## src/rtl/fg_pkg.sv

```systemverilog
// Shared types and constants for the flow generator burst path.
package fg_pkg;

    localparam int unsigned FG_RATE_WIDTH  = 16;
    localparam int unsigned FG_LEN_WIDTH   = 32;
    localparam int unsigned FG_TOKEN_WIDTH = 48;

    typedef enum logic [1:0] {
        StIdle = 2'd0,
        StCalc = 2'd1,
        StSend = 2'd2
    } fg_state_e;

    // Size of the next burst; a zero burst length means "whatever is left".
    function automatic logic [FG_LEN_WIDTH-1:0] fg_burst_size(
        input logic [FG_LEN_WIDTH-1:0] burst_len,
        input logic [FG_LEN_WIDTH-1:0] remaining
    );
        if (burst_len == '0 || burst_len > remaining) begin
            return remaining;
        end
        return burst_len;
    endfunction

    // Rates at or above line rate (or degenerate fractions) skip pacing.
    function automatic logic fg_is_unlimited(
        input logic [FG_RATE_WIDTH-1:0] num,
        input logic [FG_RATE_WIDTH-1:0] denom
    );
        return (num == '0) || (denom == '0) || (num >= denom);
    endfunction

endpackage

```

## src/rtl/fg_rate_credit.sv

```systemverilog
// Token accumulator pacing bursts to num/denom of line rate.
// Credit never exceeds the current burst cost, so idle time cannot be banked.
module fg_rate_credit
    import fg_pkg::*;
(
    input  logic                      clk,
    input  logic                      rst,
    input  logic                      clear,
    input  logic                      load,
    input  logic                      add,
    input  logic                      sub,
    input  logic [FG_RATE_WIDTH-1:0]  num,
    input  logic [FG_TOKEN_WIDTH-1:0] cost,
    output logic                      credit_ok
);

    localparam int unsigned PadW = FG_TOKEN_WIDTH + 1 - FG_RATE_WIDTH;

    logic [FG_TOKEN_WIDTH-1:0] tokens_q, tokens_d;
    logic [FG_TOKEN_WIDTH:0]   num_ext;
    logic [FG_TOKEN_WIDTH:0]   sum;
    logic [FG_TOKEN_WIDTH:0]   spent;
    logic [FG_TOKEN_WIDTH:0]   cost_ext;

    // Next credit value: clear > load > spend > accrue, all saturated at cost.
    always_comb begin
        num_ext  = {{PadW{1'b0}}, num};
        cost_ext = {1'b0, cost};
        sum      = {1'b0, tokens_q} + num_ext;
        // Unlimited flows may spend without enough credit; floor at zero then.
        if (tokens_q >= cost) begin
            spent = {1'b0, tokens_q - cost} + num_ext;
        end else begin
            spent = num_ext;
        end
        tokens_d = tokens_q;
        if (clear) begin
            tokens_d = '0;
        end else if (load) begin
            tokens_d = cost;
        end else if (sub) begin
            tokens_d = (spent > cost_ext) ? cost : spent[FG_TOKEN_WIDTH-1:0];
        end else if (add) begin
            tokens_d = (sum > cost_ext) ? cost : sum[FG_TOKEN_WIDTH-1:0];
        end
    end

    // Credit register.
    always_ff @(posedge clk) begin
        if (!rst) begin
            tokens_q <= '0;
        end else begin
            tokens_q <= tokens_d;
        end
    end

    assign credit_ok = (tokens_q >= cost);

endmodule

```

## src/rtl/fg_fd_burst_gen.sv

```systemverilog
// Splits one flow descriptor into paced burst descriptors.
// Optional statistics counters are enabled with FG_BURST_STATS_EN.
module fg_fd_burst_gen
    import fg_pkg::*;
#(
    parameter int unsigned DEST_WIDTH = 8
) (
    input  logic                     clk,
    input  logic                     rst,
    input  logic                     input_fd_valid,
    output logic                     input_fd_ready,
    input  logic [DEST_WIDTH-1:0]    input_fd_dest,
    input  logic [FG_RATE_WIDTH-1:0] input_fd_rate_num,
    input  logic [FG_RATE_WIDTH-1:0] input_fd_rate_denom,
    input  logic [FG_LEN_WIDTH-1:0]  input_fd_len,
    input  logic [FG_LEN_WIDTH-1:0]  input_fd_burst_len,
    output logic                     output_bd_valid,
    input  logic                     output_bd_ready,
    output logic [DEST_WIDTH-1:0]    output_bd_dest,
    output logic [FG_LEN_WIDTH-1:0]  output_bd_len,
    output logic                     busy,
    output logic [FG_LEN_WIDTH-1:0]  bytes_remaining,
    output logic [31:0]              burst_count,
    output logic [47:0]              byte_count
);

    fg_state_e                 state_q, state_d;
    logic [DEST_WIDTH-1:0]     dest_q, dest_d;
    logic [FG_RATE_WIDTH-1:0]  num_q, num_d;
    logic [FG_RATE_WIDTH-1:0]  denom_q, denom_d;
    logic [FG_LEN_WIDTH-1:0]   burst_len_q, burst_len_d;
    logic [FG_LEN_WIDTH-1:0]   remaining_q, remaining_d;
    logic [FG_LEN_WIDTH-1:0]   burst_q, burst_d;
    logic [FG_TOKEN_WIDTH-1:0] cost_q, cost_d;
    logic                      first_q, first_d;
    logic                      unlimited_q, unlimited_d;

    logic [FG_LEN_WIDTH-1:0]   burst_calc;
    logic [FG_TOKEN_WIDTH-1:0] cost_calc;
    logic [FG_TOKEN_WIDTH-1:0] credit_cost;
    logic                      credit_ok;
    logic                      credit_clear, credit_load, credit_add, credit_sub;
    logic                      bd_fire;

    assign burst_calc = fg_burst_size(burst_len_q, remaining_q);
    assign cost_calc  = FG_TOKEN_WIDTH'(burst_calc) * FG_TOKEN_WIDTH'(denom_q);
    // During CALC the credit saturates against the burst about to be offered.
    assign credit_cost = (state_q == StCalc) ? cost_calc : cost_q;

    // Next-state, datapath updates and handshake outputs.
    always_comb begin
        state_d      = state_q;
        dest_d       = dest_q;
        num_d        = num_q;
        denom_d      = denom_q;
        burst_len_d  = burst_len_q;
        remaining_d  = remaining_q;
        burst_d      = burst_q;
        cost_d       = cost_q;
        first_d      = first_q;
        unlimited_d  = unlimited_q;
        credit_clear = 1'b0;
        credit_load  = 1'b0;
        credit_add   = 1'b0;
        credit_sub   = 1'b0;

        input_fd_ready  = (state_q == StIdle);
        output_bd_valid = (state_q == StSend) && (unlimited_q || credit_ok);
        bd_fire         = output_bd_valid && output_bd_ready;

        unique case (state_q)
            StIdle: begin
                credit_clear = 1'b1;
                if (input_fd_valid) begin
                    dest_d      = input_fd_dest;
                    num_d       = input_fd_rate_num;
                    denom_d     = input_fd_rate_denom;
                    burst_len_d = input_fd_burst_len;
                    remaining_d = input_fd_len;
                    unlimited_d = fg_is_unlimited(input_fd_rate_num, input_fd_rate_denom);
                    first_d     = 1'b1;
                    // Zero-length flows are dropped without leaving IDLE.
                    if (input_fd_len != '0) begin
                        state_d = StCalc;
                    end
                end
            end
            StCalc: begin
                burst_d = burst_calc;
                cost_d  = cost_calc;
                // First burst of a flow goes out without waiting for credit.
                if (first_q) begin
                    credit_load = 1'b1;
                    first_d     = 1'b0;
                end else begin
                    credit_add = 1'b1;
                end
                state_d = StSend;
            end
            StSend: begin
                if (bd_fire) begin
                    credit_sub  = 1'b1;
                    remaining_d = remaining_q - burst_q;
                    state_d     = (remaining_q != burst_q) ? StCalc : StIdle;
                end else begin
                    credit_add = 1'b1;
                end
            end
            default: begin
                state_d = StIdle;
            end
        endcase
    end

    // State and datapath registers.
    always_ff @(posedge clk) begin
        if (!rst) begin
            state_q     <= StIdle;
            dest_q      <= '0;
            num_q       <= '0;
            denom_q     <= '0;
            burst_len_q <= '0;
            remaining_q <= '0;
            burst_q     <= '0;
            cost_q      <= '0;
            first_q     <= 1'b0;
            unlimited_q <= 1'b0;
        end else begin
            state_q     <= state_d;
            dest_q      <= dest_d;
            num_q       <= num_d;
            denom_q     <= denom_d;
            burst_len_q <= burst_len_d;
            remaining_q <= remaining_d;
            burst_q     <= burst_d;
            cost_q      <= cost_d;
            first_q     <= first_d;
            unlimited_q <= unlimited_d;
        end
    end

    fg_rate_credit u_rate_credit (
        .clk       (clk),
        .rst       (rst),
        .clear     (credit_clear),
        .load      (credit_load),
        .add       (credit_add),
        .sub       (credit_sub),
        .num       (num_q),
        .cost      (credit_cost),
        .credit_ok (credit_ok)
    );

    assign output_bd_dest  = dest_q;
    assign output_bd_len   = burst_q;
    assign busy            = (state_q != StIdle);
    assign bytes_remaining = (state_q == StIdle) ? '0 : remaining_q;

`ifdef FG_BURST_STATS_EN
    logic [31:0] burst_count_q;
    logic [47:0] byte_count_q;

    // Running totals of issued bursts and bytes; both wrap.
    always_ff @(posedge clk) begin
        if (!rst) begin
            burst_count_q <= '0;
            byte_count_q  <= '0;
        end else if (bd_fire) begin
            burst_count_q <= burst_count_q + 32'd1;
            byte_count_q  <= byte_count_q + 48'(burst_q);
        end
    end

    assign burst_count = burst_count_q;
    assign byte_count  = byte_count_q;
`else
    assign burst_count = '0;
    assign byte_count  = '0;
`endif

endmodule

```

## config.mk

```make
export PLATFORM = sky130hd
export DESIGN_NAME = fg_fd_burst_gen
export DESIGN_NICKNAME = d
export VERILOG_FILES = /design/src/rtl/fg_pkg.sv /design/src/rtl/fg_rate_credit.sv /design/src/rtl/fg_fd_burst_gen.sv
export SDC_FILE = /design/constraint.sdc
export NUM_CORES = 2
export LEC_CHECK = 0
export CAP_MARGIN = 20
export CELL_PAD_IN_SITES_DETAIL_PLACEMENT = 1
export CELL_PAD_IN_SITES_GLOBAL_PLACEMENT = 1
export CORE_MARGIN = 2
export CORE_UTILIZATION = 40
export CTS_CLUSTER_DIAMETER = 150
export CTS_CLUSTER_SIZE = 12
export DETAILED_ROUTE_END_ITERATION = 8
export GPL_TIMING_DRIVEN = 1
export PLACE_DENSITY = 0.75
export SYNTH_ARGS = -nofsm -noshare
export SYNTH_HDL_FRONTEND = slang
export SYNTH_SLANG_ARGS = --single-unit
```

## constraint.sdc

```tcl
create_clock -name clk -period 29.1 [get_ports clk]
set_input_delay 7.275 -clock clk [delete_from_list [all_inputs] [get_ports clk]]
set_output_delay 7.275 -clock clk [all_outputs]
set_load 0.1 [all_outputs]
```

==> results.md <==
* FF-to-FF setup slack at 10.49 ns
* CTS tree: yes
* Min-delay src: denom_q[14]
* Top Family by Delay on Critical Path: compound AO/OA/AOI/OAI gates
* Adder-Cell Fraction of Synth Area at between 30% and 40%
* Mapped Cells at a little under 5000
* First-pass GRT wire length at 225000 µm
* Setup TNS at 0 ns
* CP endpoint kind: output pin
* Largest net degree at the start of global routing at 115
* Ant diodes at 0
* Worst Setup Path Type: reg -> out
* Worst reg2reg path startpoint: remaining_q[1]
* DR iter-0 viols at 2232
* Slew Viols, Final at 0
* Slowest cell on crit path: clkdlybuf4s50_1
* Worst-path clk slew at approximately 0.07 ns
* Initial antenna violation count at 1
* Die ar. at around 100000 µm²
* Peak fanout along the critical path at 24
* RD Place Congestion at around 0.96
* Worst Path Arrival at approximately 15 ns
* Yosys reg bits at roughly 240
* Status: finished, final reports clean
* Sequential element share of the synthesized area at between 10% and 20%
* Die Y at 315 µm
* Starting Density at about 40%
* Fin nets at 5779
* Min-delay worst type: reg -> reg
* WHS Path Cells at 2
* Hold path endpoint: denom_q[14]
* GR Overflow Total at 0
* Final Cycle Share at 77.5%
* Synth Warn # at 0
* Synth Area in Compound Gates at between 10% and 20%
* Global Route Usage Sum at between 20 and 30%
* Max Clock Freq at 44.3 MHz
* PortBufs at 182
* Die W at 315 µm
* CTS H-Tree Depth at 1
* Vias in the first global route at between 30000 and 40000
* Final hold vios at 0
* Antenna violation net count after detailed routing at 0
* I/O Pins at around 260
* Simple-gate portion of the synthesized area at between 10% and 20%
* Crit Reg-Reg Endpoint: u_rate_credit.tokens_q[21]
* Worst R2R Path Depth at between 60 and 70
* Post-synth top flop: dfxtp_1
* Normalized max-slew margin at a little under a third
* Clk_skew at between 0.05 and 0.06 ns
* Synth unique cells at approximately 110
* CP startpoint kind: flop
* Cts bufs inserted at 23
* Clk_lat worst skew at approximately 0.6 ns
* Worst slew pin tran at 1.03 ns
* FFs w/ async S/R, synth at 0%
* Layout area overhead at 8.28%
* # hold bufs at CTS at 0
* Mux cell area share after synthesis at about 2.8%
* Cts repair resizes at 0
* Clock buffer depth at 3
* RSZ-0062 raised after global routing: false
* Per-cell routed wire length at approximately 23 µm
* Number of synthesized flops with an enable pin at 0
* Main combinational cell family by area after synthesis: adder cells
* Final WL at 143000 µm
* Clock root buffer: clkbuf_16
* DP HPWL at between 100000 and 150000 µm
* Area share of xor/xnor cells in the synthesized design at 4.25%
* Share of cells above drive strength 1 at under 10%
* Slowest stage delay, CP at 1.17 ns
* Post CTS Setup Buffer Count at 0
* Drt pass-1 iters at 5
* WP buf/inv at 7
* CP Data Required Time at approximately 22 ns
* Synthesized cell area at between 30000 and 40000 µm²
* Setup Viol. Count Final at 0
* Std-Cell Rows at between 100 and 150
* Min Tclk post-route at around 23 ns
* Synth Area per Inst at a little under 8 µm²
* Core area at just under 100000 µm²
* Max-cap viol count at 0
* Vias at 35100
* Vias per cell at between 5 and 6
* Residual DRC at 0
* Clock sinks at approximately 240
-- cells by family (layout without fill, tap and decap cells) --
kind of cell	count (synthesis)	in the layout
xor+xnor	185	185
compound gates	980	980
flops	236	236
mux	105	105
other cells	1	80
fa+ha+maj	798	798
simple gates	1624	1624
buf+inv	934	876
-- sequential cells by signal, summed over array words and instances, names as in the netlist, 8 cells and up --
register	flops
cost_q	48
output_bd_dest	8
denom_q	16
output_bd_len	32
u_rate_credit.tokens_q	48
num_q	16
remaining_q	32
burst_len_q	32
-- layer usage --
metal,wire (µm),global-route usage [%],vias up
met5,0,0,-
met4,6460,11.7,0
met3,7010,2.58,243
met2,68400,49.4,1001
met1,61400,37.9,17800
li1,-,-,16100
-- cell usage in the layout (no fill, tap or decap), drive strengths merged, types with 24 or more instances in the layout --
| cell type | netlist | routed |
|---|---|---|
| nand2b | 40 | 40 |
| nand3 | 67 | 67 |
| xor2 | 59 | 59 |
| nand4 | 57 | 57 |
| a21o | 91 | 91 |
| ha | 366 | 366 |
| o21a | 40 | 40 |
| nor3 | 59 | 59 |
| clkdlybuf4s50 | 0 | 182 |
| nor2b | 52 | 52 |
| a21oi | 294 | 294 |
| conb | 1 | 80 |
| fa | 422 | 422 |
| mux2i | 69 | 69 |
| and2 | 194 | 194 |
| nor4 | 36 | 36 |
| clkbuf | 198 | 24 |
| xnor2 | 126 | 126 |
| nor2 | 329 | 329 |
| nand2 | 678 | 678 |
| inv | 623 | 626 |
| dfxtp | 236 | 236 |
| a211oi | 85 | 85 |
| and3 | 33 | 33 |
| o21ai | 192 | 192 |
| mux2 | 36 | 36 |
| buf | 111 | 43 |
-- final cells by class --
| type | instances | area (µm²) |
|---|---|---|
| fillers | 11700 | 54400 |
| multi-input cells | 3772 | 30500 |
| flip-flops and latches | 236 | 4730 |
| inverters | 625 | 2350 |
| repair buffers | 225 | 2140 |
| well taps | 1276 | 1600 |
| clock buffers | 24 | 579 |
| clock inverters | 2 | 13.8 |
-- worst max path at each step --
stage / depth (start not counted) / from / endpoint / slack (ns)
global route: 50 / remaining_q[1] / output_bd_valid / 5.68
detailed placement: 49 / remaining_q[1] / output_bd_valid / 7.43
floorplan: 51 / remaining_q[1] / output_bd_valid / 9.91
finish: 50 / remaining_q[1] / output_bd_valid / 6.54
CTS: 49 / remaining_q[1] / output_bd_valid / 6.78
global placement: 49 / remaining_q[1] / output_bd_valid / 7.59
-- per-stage QoR --
step	utilization [%]	setup slack [ns]	instances	area [µm²]	hold slack [ns]
after CTS	43.5	6.78	6160	41900	0.457
after floorplan	-	9.91	4942	39000	0.449
final	43.5	6.54	6160	41900	0.460
after global routing	43.5	5.68	6160	41900	0.483
after global placement	42.9	7.59	6134	41300	0.442
after detailed placement	42.9	7.43	6134	41300	0.448
-- Yosys cell counts (23+ instances only) --
cell / n / share of area, %
buf_4: 83 / 1.6
o21a_1: 40 / 0.78
nor4_1: 33 / 0.53
nor2_1: 329 / 3.2
o21ai_0: 167 / 2.2
mux2i_1: 69 / 1.8
a21o_1: 91 / 1.8
dfxtp_1: 236 / 12
nor3_1: 56 / 0.72
nand2b_1: 40 / 0.65
clkbuf_1: 197 / 1.9
xnor2_1: 124 / 2.8
and3_1: 33 / 0.53
mux2_2: 36 / 1.0
ha_1: 366 / 12
a21oi_1: 293 / 3.8
a211oi_1: 80 / 1.6
nand3_1: 65 / 0.84
nor2b_1: 52 / 0.84
and2_1: 193 / 3.1
fa_1: 422 / 22
o21ai_1: 23 / 0.30
inv_1: 623 / 6.0
nand2_1: 678 / 6.6
nand4_1: 57 / 0.92
xor2_1: 58 / 1.3
-- worst reg2reg max path: cells and delay by family (launching register included) --
family	cells	cell delay, ns
AND/OR/NAND/NOR	14	2.83
buffers and inverters	9	1.80
flip-flops	1	0.38
AO/OA/AOI/OAI	32	7.88
multiplexers	2	0.85
XOR/XNOR	1	0.26
adder cells (fa/ha/maj)	10	4.56
Power is not shown: default switching activity piles up to over one toggle a cycle in this logic, so the estimate is an artifact.
